### src/rtl/axa_fetch_decode_pkg.sv
// AXA core shared definitions: instruction field positions,
// opcode constants, source-type codes and the decoded-field bundle.
package axa_fetch_decode_pkg;

  localparam logic [5:0] OP_SYS  = 6'h00;
  localparam logic [5:0] OP_FAIL = 6'h0F;

  localparam logic [1:0] SRC_REG  = 2'b00;
  localparam logic [1:0] SRC_IMM4 = 2'b01;
  localparam logic [1:0] SRC_ADDR = 2'b10;
  localparam logic [1:0] SRC_UNDO = 2'b11;

  typedef struct packed {
    logic [5:0] op;
    logic [1:0] srctype;
    logic [3:0] src;
    logic [3:0] dest;
    logic [7:0] imm8;
    logic       illegal;
  } dec_t;

  function automatic logic [5:0] f_op6(
    input logic [15:0] ir
  );
    return ir[15:10];
  endfunction

  function automatic logic [3:0] f_op4(
    input logic [15:0] ir
  );
    return ir[15:12];
  endfunction

  function automatic logic f_immsize(
    input logic [15:0] ir
  );
    return ir[15];
  endfunction

  function automatic logic op_legal(
    input logic [5:0] op
  );
    return op inside {
      6'h00, 6'h01, [6'h02:6'h06],
      [6'h08:6'h0B], 6'h0E,
      [6'h10:6'h14]
    };
  endfunction

endpackage

### src/rtl/axa_fetch_decode_if.sv
// Fetch/decode stage bus: imem port, redirect/stall
// control and the stage-1 pipeline buffer outputs.
interface axa_fetch_decode_if;

  logic [15:0] imem_addr;
  logic [15:0] imem_data;
  logic        stall;
  logic        redirect;
  logic [15:0] redirect_pc;
  logic        valid_o;
  logic [15:0] pc_o;
  logic [5:0]  op_o;
  logic [1:0]  srctype_o;
  logic [3:0]  src_o;
  logic [3:0]  dest_o;
  logic [7:0]  imm8_o;
  logic        illegal_o;
  logic        halt;

  modport master (
    output imem_addr,
    input  imem_data,
    input  stall,
    input  redirect,
    input  redirect_pc,
    output valid_o,
    output pc_o,
    output op_o,
    output srctype_o,
    output src_o,
    output dest_o,
    output imm8_o,
    output illegal_o,
    output halt
  );

  modport slave (
    input  imem_addr,
    output imem_data,
    output stall,
    output redirect,
    output redirect_pc,
    input  valid_o,
    input  pc_o,
    input  op_o,
    input  srctype_o,
    input  src_o,
    input  dest_o,
    input  imm8_o,
    input  illegal_o,
    input  halt
  );

endinterface

### src/rtl/axa_fetch_decode_inst_decode.sv
// Combinational AXA instruction decoder: splits one
// instruction word into op/srctype/src/dest/imm8 fields.
module axa_inst_decode
  import axa_fetch_decode_pkg::*;
(
  input  logic [15:0] i_ir,
  output dec_t        o_dec,
  output logic        o_is_sys
);

  logic [5:0] w_op6;

  assign w_op6 = f_op6(i_ir);

  always_comb begin
    o_dec         = '0;
    o_dec.src     = i_ir[7:4];
    o_dec.dest    = i_ir[3:0];
    o_dec.imm8    = i_ir[11:4];
    o_dec.srctype = i_ir[9:8];
    o_is_sys      = 1'b0;
    unique case (1'b1)
      f_immsize(i_ir): begin
        // 8-bit immediate ops carry no srctype field
        o_dec.op      = {f_op4(i_ir), 2'b00};
        o_dec.srctype = SRC_REG;
      end
      op_legal(w_op6): begin
        o_dec.op = w_op6;
        o_is_sys = (w_op6 == OP_SYS);
      end
      default: begin
        o_dec.op      = OP_FAIL;
        o_dec.illegal = 1'b1;
      end
    endcase
  end

endmodule

### src/rtl/axa_fetch_decode.sv
// AXA fetch + decode stage: PC, halt flag, stage-1 buffer
// and redirect/stall/halt priority.
module axa_fetch_decode
  import axa_fetch_decode_pkg::*;
#(
  parameter logic [15:0] RESET_PC = 16'h0000
) (
  input  logic                  clk,
  input  logic                  reset,
  axa_fetch_decode_if.master    bus
);

  logic [15:0] r_pc;
  logic [15:0] r_pc_o;
  logic        r_valid;
  logic        r_halt;
  dec_t        r_dec;
  dec_t        w_dec;
  logic        w_is_sys;

  axa_inst_decode u_dec (
    .i_ir     (bus.imem_data),
    .o_dec    (w_dec),
    .o_is_sys (w_is_sys)
  );

  always_ff @(posedge clk or negedge reset) begin
    if (!reset) begin
      r_pc    <= RESET_PC;
      r_pc_o  <= '0;
      r_valid <= 1'b0;
      r_halt  <= 1'b0;
      r_dec   <= '0;
    end else if (r_halt) begin
      r_valid <= 1'b0;
    end else if (bus.redirect) begin
      r_pc    <= bus.redirect_pc;
      r_valid <= 1'b0;
    end else if (bus.stall) begin
      r_valid <= r_valid;
    end else if (w_is_sys) begin
      r_halt  <= 1'b1;
      r_valid <= 1'b0;
    end else begin
      r_dec   <= w_dec;
      r_valid <= 1'b1;
      r_pc_o  <= r_pc;
      r_pc    <= r_pc + 16'h0001;
    end
  end

  assign bus.imem_addr = r_pc;
  assign bus.valid_o   = r_valid;
  assign bus.pc_o      = r_pc_o;
  assign bus.op_o      = r_dec.op;
  assign bus.srctype_o = r_dec.srctype;
  assign bus.src_o     = r_dec.src;
  assign bus.dest_o    = r_dec.dest;
  assign bus.imm8_o    = r_dec.imm8;
  assign bus.illegal_o = r_dec.illegal;
  assign bus.halt      = r_halt;

endmodule

### src/flat_wrapper.sv
// flat-port wrapper written by rule: the top's interface ports become plain ports
module axa_fetch_decode_flat import axa_fetch_decode_pkg::*;
#(
  parameter logic [15:0] RESET_PC = 16'h0000
)
  (clk, reset, bus_imem_addr, bus_imem_data, bus_stall, bus_redirect, bus_redirect_pc, bus_valid_o, bus_pc_o, bus_op_o, bus_srctype_o, bus_src_o, bus_dest_o, bus_imm8_o, bus_illegal_o, bus_halt);
  axa_fetch_decode_if bus_i ();
  input  logic clk;
  input  logic reset;
  output wire logic [$bits(bus_i.imem_addr)-1:0] bus_imem_addr;
  input wire logic [$bits(bus_i.imem_data)-1:0] bus_imem_data;
  input wire logic [$bits(bus_i.stall)-1:0] bus_stall;
  input wire logic [$bits(bus_i.redirect)-1:0] bus_redirect;
  input wire logic [$bits(bus_i.redirect_pc)-1:0] bus_redirect_pc;
  output wire logic [$bits(bus_i.valid_o)-1:0] bus_valid_o;
  output wire logic [$bits(bus_i.pc_o)-1:0] bus_pc_o;
  output wire logic [$bits(bus_i.op_o)-1:0] bus_op_o;
  output wire logic [$bits(bus_i.srctype_o)-1:0] bus_srctype_o;
  output wire logic [$bits(bus_i.src_o)-1:0] bus_src_o;
  output wire logic [$bits(bus_i.dest_o)-1:0] bus_dest_o;
  output wire logic [$bits(bus_i.imm8_o)-1:0] bus_imm8_o;
  output wire logic [$bits(bus_i.illegal_o)-1:0] bus_illegal_o;
  output wire logic [$bits(bus_i.halt)-1:0] bus_halt;
  assign bus_imem_addr = bus_i.imem_addr;
  assign bus_i.imem_data = bus_imem_data;
  assign bus_i.stall = bus_stall;
  assign bus_i.redirect = bus_redirect;
  assign bus_i.redirect_pc = bus_redirect_pc;
  assign bus_valid_o = bus_i.valid_o;
  assign bus_pc_o = bus_i.pc_o;
  assign bus_op_o = bus_i.op_o;
  assign bus_srctype_o = bus_i.srctype_o;
  assign bus_src_o = bus_i.src_o;
  assign bus_dest_o = bus_i.dest_o;
  assign bus_imm8_o = bus_i.imm8_o;
  assign bus_illegal_o = bus_i.illegal_o;
  assign bus_halt = bus_i.halt;
  axa_fetch_decode #(.RESET_PC(RESET_PC)) u_core (.clk(clk), .reset(reset), .bus(bus_i));
endmodule
### config.mk
export PLATFORM = sky130hd
export DESIGN_NAME = axa_fetch_decode_flat
export DESIGN_NICKNAME = d
export VERILOG_FILES = /design/src/rtl/axa_fetch_decode_pkg.sv /design/src/rtl/axa_fetch_decode_if.sv /design/src/rtl/axa_fetch_decode_inst_decode.sv /design/src/rtl/axa_fetch_decode.sv /design/src/flat_wrapper.sv
export SDC_FILE = /design/constraint.sdc
export NUM_CORES = 1
export LEC_CHECK = 0
export CELL_PAD_IN_SITES_DETAIL_PLACEMENT = 1
export CELL_PAD_IN_SITES_GLOBAL_PLACEMENT = 1
export CORE_ASPECT_RATIO = 0.75
export CORE_MARGIN = 4
export CORE_UTILIZATION = 37
export CTS_BUF_LIST = sky130_fd_sc_hd__clkbuf_2 sky130_fd_sc_hd__clkbuf_4 sky130_fd_sc_hd__clkbuf_8
export DETAILED_ROUTE_END_ITERATION = 16
export HOLD_SLACK_MARGIN = 0.05
export PLACE_DENSITY = 0.92
export SKIP_LAST_GASP = 1
export SLEW_MARGIN = 15
export SYNTH_ARGS = -nofsm -noshare
export SYNTH_HDL_FRONTEND = slang
export SYNTH_HIERARCHICAL = 1
export SYNTH_SLANG_ARGS = --single-unit
### constraint.sdc
create_clock -name clk -period 2.25 [get_ports clk]
set_input_delay 0.3375 -clock clk [delete_from_list [all_inputs] [get_ports clk]]
set_output_delay 0.3375 -clock clk [all_outputs]
set_load 0.05 [all_outputs]
==> results.cfg, run 1 <==
[sta]
max_freq_mhz = 462
finalSetupTns_ps = 0
worst_clock_skew_ps = 4.56
rsz_0062_raised_after_global_routing = no
report.final.setup_viol = 0
period_needed_ps = 2170
drv_slew = 0
finalHoldViolCount = 0
final.period_utilization = 0.963
slew-limit-headroom = 0.598
tightestPinTransition_ps = 603

[worst_setup_path]
crit_path_kind = flop to output port
end_kind = output port
timing.critical_path.arrival_ps = 1830
timing.critical_path.from_type = flop
worst_path_max_delay_cell = sky130_fd_sc_hd__clkdlybuf4s50_1
worst-endpoint-required_ps = 1910
crit_path_max_incr_delay_ps = 900
rrSetupSlack_ps = 370
critical_path_peak_fanout = 11
number_of_buffers_and_inverters_on_the_critical_path = 1
timing.critical_path.cells = clkdlybuf4s50_1
critical-path-top-delay-family = buffers and inverters

[route]
total_wire_length_after_detailed_routing_um = 8580
drt_iter0_markers = 100
firstDrtPassIters = 4
drt.antenna.violating_nets = 0
avgViaCountPerCell = 5.24
via_count = 2458
post_drt_wl_per_cell_um = 18.3
drt_drc_violations_left = 0

[global_routing]
first_global_vias = 2672
overall_overflow_remaining_after_global_route = 0
initial_antenna_violation_count = 0
grt_first_pass_wirelength_um = 14000
grt_start_max_net_pins = 36
grt_util_all_layers = 0.183

[floorplanning]
die_footprint_sq_um = 9870
die-height_um = 87.1
fp.dieW_um = 113
coreArea_sq_um = 7990
core.rowCount = 28
floorplan.initialDensity = 0.386
number_of_i_o_pins = 95

[synth]
synth-seq-cells = 59
synth_largest_area_cell = sky130_fd_sc_hd__dfrtp_1
synthArstFlopShare = 1.00
netlist_instances = 264
synth-warning-count = 6
synth-main-ff-cell = sky130_fd_sc_hd__dfrtp_1
synth_edf_count = 0
mappedNetlistNets = 301
synth.cell_area_sq_um = 3080
netlist-cell-type-count = 46
synth.yosys.seq_area_share = 0.479
syn_avg_cell_area_sq_um = 11.7
synth.area.top_cells = sky130_fd_sc_hd__dfrtp_1, sky130_fd_sc_hd__mux2_4, sky130_fd_sc_hd__buf_4
synth_top_cell_area_share = 0.479

[hold_path]
min_path_type = flop to flop

[clocking]
cts-root-to-sink-buffers = 2
tritoncts_clock_tree = yes
cts_buffers = 9
clock_tree.htree_level_count = 3
clockRootBuffer = sky130_fd_sc_hd__clkbuf_8
clock_sink_count = 59
clock_latency_ps = 340
clk_transition_reported_paths_ps = 60

[power_and_ir_drop]
pwr_density_cell_nw_per_um2 = 551
peakVddDrop_uv = 375
leakage_uw = 0.00186
design_power_total_uw = 2390

[placed_design]
port_buffers = 94
placement.cell_area_sq_um = 4130
hpwlAfterDp_um = 6410
globalplace.congestion = 0.865
dp_cells = 453

[cells_and_area]
finalCoreUtilization = 0.543
layout.cells.most_common = sky130_fd_sc_hd__clkdlybuf4s50_1
final_area_sq_um = 4340
most-common-layout-cells = sky130_fd_sc_hd__clkdlybuf4s50_1, sky130_fd_sc_hd__dfrtp_1, sky130_fd_sc_hd__mux2_4, sky130_fd_sc_hd__a21oi_1, sky130_fd_sc_hd__buf_4
final-instance-count-excl-fill = 469
layout.nets = 397
post_route_cells_drive_above_1_share = 0.220
num-fill-cells = 859
antennaDiodeCount = 0
areaGrowthSynthToFinish_pct = 40.6
multiInputGateArea_sq_um = 1340
regArea_sq_um = 1480

[run]
cap_viol_max_count = 0

[outcome]
status = completed
==> path summary, 6_finish.rpt <==
check,start,endpoint,cells after the start
max in group asynchronous,reset,u_core/bus.imm8_o[3],3
worst max-delay path,u_core/bus.halt,bus_halt,1
worst min-delay path,u_core/bus.pc_o[0],u_core/bus.pc_o[0],1
worst max register to register,u_core/bus.imem_addr[0],u_core/bus.imem_addr[14],5
min in group asynchronous,reset,u_core/bus.src_o[2],2
worst min register to register,u_core/bus.pc_o[0],u_core/bus.pc_o[0],1
==> report_power, final <==
| part | leakage, uW | internal (uW) | switching, uW |
|---|---|---|---|
| combinational | 0.000979 | 156 | 187 |
| clock | 0.000105 | 542 | 395 |
| sequential | 0.000781 | 1090 | 21.6 |
==> cell families (layout without fill, tap and decap cells) <==
family / after synthesis / in the layout / share of synthesized area
AO/OA/AOI/OAI: 54 / 54 / 0.112
flip-flops: 59 / 59 / 0.479
AND/OR/NAND/NOR: 66 / 66 / 0.118
multiplexers: 44 / 44 / 0.197
adder cells (fa/ha/maj): 2 / 2 / 0.00771
buffers and inverters: 39 / 139 / 0.0856
==> sequential cells by signal, indices dropped and copies added (netlist names) <==
name                  cells
u_core/bus.imem_addr     16
u_core/bus.pc_o          16
u_core/bus.imm8_o         8
u_core/bus.op_o           6
u_core/bus.dest_o         4
u_core/bus.src_o          4
u_core/bus.srctype_o      2
u_core/bus.halt           1
u_core/bus.illegal_o      1
u_core/bus.valid_o        1
==> routing by layer <==
metal,vias to the layer above,global-route usage,share of wire
li1,1142,-,-
met4,0,0.0644,0.018
met5,-,0,0
met2,74,0.283,0.47
met1,1227,0.246,0.45
met3,15,0.0563,0.052
==> stage by stage <==
step / setup WS [ps] / hold WS (ps)
2_1_floorplan: 287 / 41.9
3_3_place_gp: -83.3 / 364
3_5_place_dp: -195 / 380
4_1_cts: 52.7 / 502
5_1_grt: 9.99 / 524
6_report: 83.5 / 500
==> area by class of cell <==
cell class              count  share of cell area
flip-flops and latches     59               0.341
multi-input cells         166               0.310
repair buffers            117               0.268
clock buffers              14              0.0444
well taps                 105              0.0303
inverters                   7             0.00606
clock inverters             1             0.00115
==> worst reg2reg max path, delay by kind of cell (launching register included) <==
kind | cells | cell delay [ps]
AND/OR/NAND/NOR | 2 | 750
flip-flops | 1 | 480
adder cells (fa/ha/maj) | 1 | 270
AO/OA/AOI/OAI | 2 | 270
==> synth_stat cells, drive strengths merged, types with 6 or more instances <==
cell type,n
a21oi,18
nor3,10
nand3,7
dfrtp,59
clkbuf,6
mux2,41
nand2,10
inv,7
nor2,13
o21ai,11
nand4,6
buf,26
==> timing repair <==
item | in CTS | in global routing
hold endpoints to repair | 24 | 0
setup endpoints to repair | 0 | 0
hold buffers | 1 | 0
resized for setup | 0 | 0
buffers inserted | 0 | 0
Note: power is estimated with default switching activity, not from simulation.
==> run 2, diff against run 1 <==
Settings changed: CTS_CLUSTER_DIAMETER from default to 120, PLACE_DENSITY 0.92 to default, PLACE_DENSITY_LB_ADDON from default to 0.05, TNS_END_PERCENT from default to 1.
==> run 2 against run 1 <==
Against the previous run:
- maximum frequency rose by 5.0%
- clock-buffer cell count fell by 2
- cell area rose by 0.52%
- clock skew rose by 6.0 ps
- largest power group unchanged
==> results.cfg, run 2 (same netlist as run 1, synthesis figures left out) <==
[global_routing]
first_global_vias = 2646
initial_antenna_violation_count = 0
grt_first_pass_wirelength_um = 14200
overall_overflow_remaining_after_global_route = 0
grt_util_all_layers = 0.186
grt_start_max_net_pins = 28

[route]
total_wire_length_after_detailed_routing_um = 8350
post_drt_wl_per_cell_um = 17.7
firstDrtPassIters = 4
via_count = 2446
drt_iter0_markers = 106
drt.antenna.violating_nets = 0
avgViaCountPerCell = 5.19
drt_drc_violations_left = 0

[sta]
period_needed_ps = 2060
report.final.setup_viol = 0
rsz_0062_raised_after_global_routing = no
worst_clock_skew_ps = 10.6
drv_slew = 0
tightestPinTransition_ps = 537
hold-worst-slack_ps = 437
slew-limit-headroom = 0.639
max_freq_mhz = 485
final.period_utilization = 0.917
finalHoldViolCount = 0

[clocking]
cts_buffers = 9
cts-root-to-sink-buffers = 2
clock_latency_ps = 340
tritoncts_clock_tree = yes
cts_post_setup_buffers_inserted = 0
clock_tree.htree_level_count = 3
clk_transition_reported_paths_ps = 70
clock_sink_count = 59
clockRootBuffer = sky130_fd_sc_hd__clkbuf_8

[cells_and_area]
final-instance-count-excl-fill = 471
areaGrowthSynthToFinish_pct = 41.4
finalCoreUtilization = 0.546
post_route_cells_drive_above_1_share = 0.224
layout.nets = 398
most-common-layout-cells = sky130_fd_sc_hd__clkdlybuf4s50_1, sky130_fd_sc_hd__dfrtp_1, sky130_fd_sc_hd__mux2_4, sky130_fd_sc_hd__buf_4, sky130_fd_sc_hd__a21oi_1
antennaDiodeCount = 0
layout.cells.most_common = sky130_fd_sc_hd__clkdlybuf4s50_1

[run]
cap_viol_max_count = 0

[worst_setup_path]
timing.critical_path.cells = clkdlybuf4s50_1, or2_2, nor4b_2, buf_4, or2_2, a21oi_1, buf_4, buf_4, o22ai_1, nor3_1
crit_path_kind = primary input to flop
end_kind = flop
critical_path_peak_fanout = 8
timing.critical_path.arrival_ps = 2280
reg2reg_depth = 5
worst-endpoint-required_ps = 2470
timing.critical_path.from_type = primary input
worst_path_max_delay_cell = sky130_fd_sc_hd__clkdlybuf4s50_1
number_of_buffers_and_inverters_on_the_critical_path = 4
destination_of_the_worst_register_to_register_timing_path = u_core/bus.imem_addr[14]
crit_path_frequent_cell = sky130_fd_sc_hd__buf_4
critical-path-top-delay-family = buffers and inverters
regToRegStartpoint = u_core/bus.imem_addr[1]
rrSetupSlack_ps = 410
crit_path_max_incr_delay_ps = 420
crit_start = bus_imem_data[10]

[power_and_ir_drop]
sw_frac_of_total = 0.257
share_of_total_power_in_the_clock_network = 0.415
power.share.sequential = 0.447
leakage_uw = 0.00188
power.share.combinational = 0.137
peakVddDrop_uv = 311
internal_power_uw = 1840
power_switching_uw = 634
pwr_density_cell_nw_per_um2 = 567

[floorplanning]
die-height_um = 87.1
floorplan.initialDensity = 0.386
coreArea_sq_um = 7990
core.rowCount = 28
fp.dieW_um = 113
number_of_i_o_pins = 95
die_footprint_sq_um = 9870

[outcome]
status = completed

[placed_design]
dp_cells = 454
port_buffers = 94
hpwlAfterDp_um = 6230
globalplace.congestion = 0.849

[hold_path]
min_path_type = primary input to async pin
==> run 2: cell types whose count changed in the layout (fill, tap and decap cells not counted) <==
cell                         delta
sky130_fd_sc_hd__clkbuf_8       -2
sky130_fd_sc_hd__buf_4          +1
sky130_fd_sc_hd__bufinv_16      +1
sky130_fd_sc_hd__clkinv_2       +1
sky130_fd_sc_hd__clkinvlp_4     +1
==> run 2: what timing repair did <==
action                                 4_1_cts  5_1_grt
gates resized for setup                      0        0
endpoints found under the hold margin       14        0
hold buffers                                 1        0
==> run 2: power by group through the flow <==
stage	sequential, uW	clock (uW)	combinational, uW
6_report	1110	1030	340
5_1_grt	1110	1110	364
4_1_cts	1110	1060	345
3_5_place_dp	1130	0	342
3_3_place_gp	1130	0	338
2_1_floorplan	1210	0	106
==> run 2: routing by layer <==
metal / share of wire / vias to the layer above / track usage / wire (um)
li1: - / 1146 / - / -
met3: 0.050 / 9 / 0.0493 / 415
met2: 0.44 / 72 / 0.287 / 3710
met5: 0 / - / 0 / 0
met4: 0.010 / 0 / 0.0459 / 86
met1: 0.50 / 1219 / 0.261 / 4140
==> run 2: cell type report <==
cell class                      instances  area, sq um
Fill cell                             880         3630
Sequential cell                        59         1480
Multi-Input combinational cell        166         1340
Timing Repair Buffer                  118         1170
Clock buffer                           12          165
Tap cell                              105          131
Clock inverter                          4         47.5
Inverter                                7         26.3
==> run 2: worst max-delay path by stage <==
stage,end,cells past startpoint
final,u_core/bus.imem_addr[15],10
after global routing,u_core/bus.imem_addr[15],10
after detailed placement,u_core/bus.imem_addr[15],10
after global placement,u_core/bus.imem_addr[15],10
after CTS,bus_imem_addr[4],1
after floorplan,u_core/bus.dest_o[0],4
==> run 2: metrics by stage <==
stage / TNS, ps / setup WS (ps) / area, sq um / total power, uW
floorplan: 0 / 287 / 3080 / 1310
global placement: -1470 / -134 / 4140 / 1460
detailed placement: -2890 / -168 / 4140 / 1470
CTS: 0 / 186 / 4360 / 2510
global route: 0 / 58.0 / 4360 / 2590
finish: 0 / 186 / 4360 / 2470
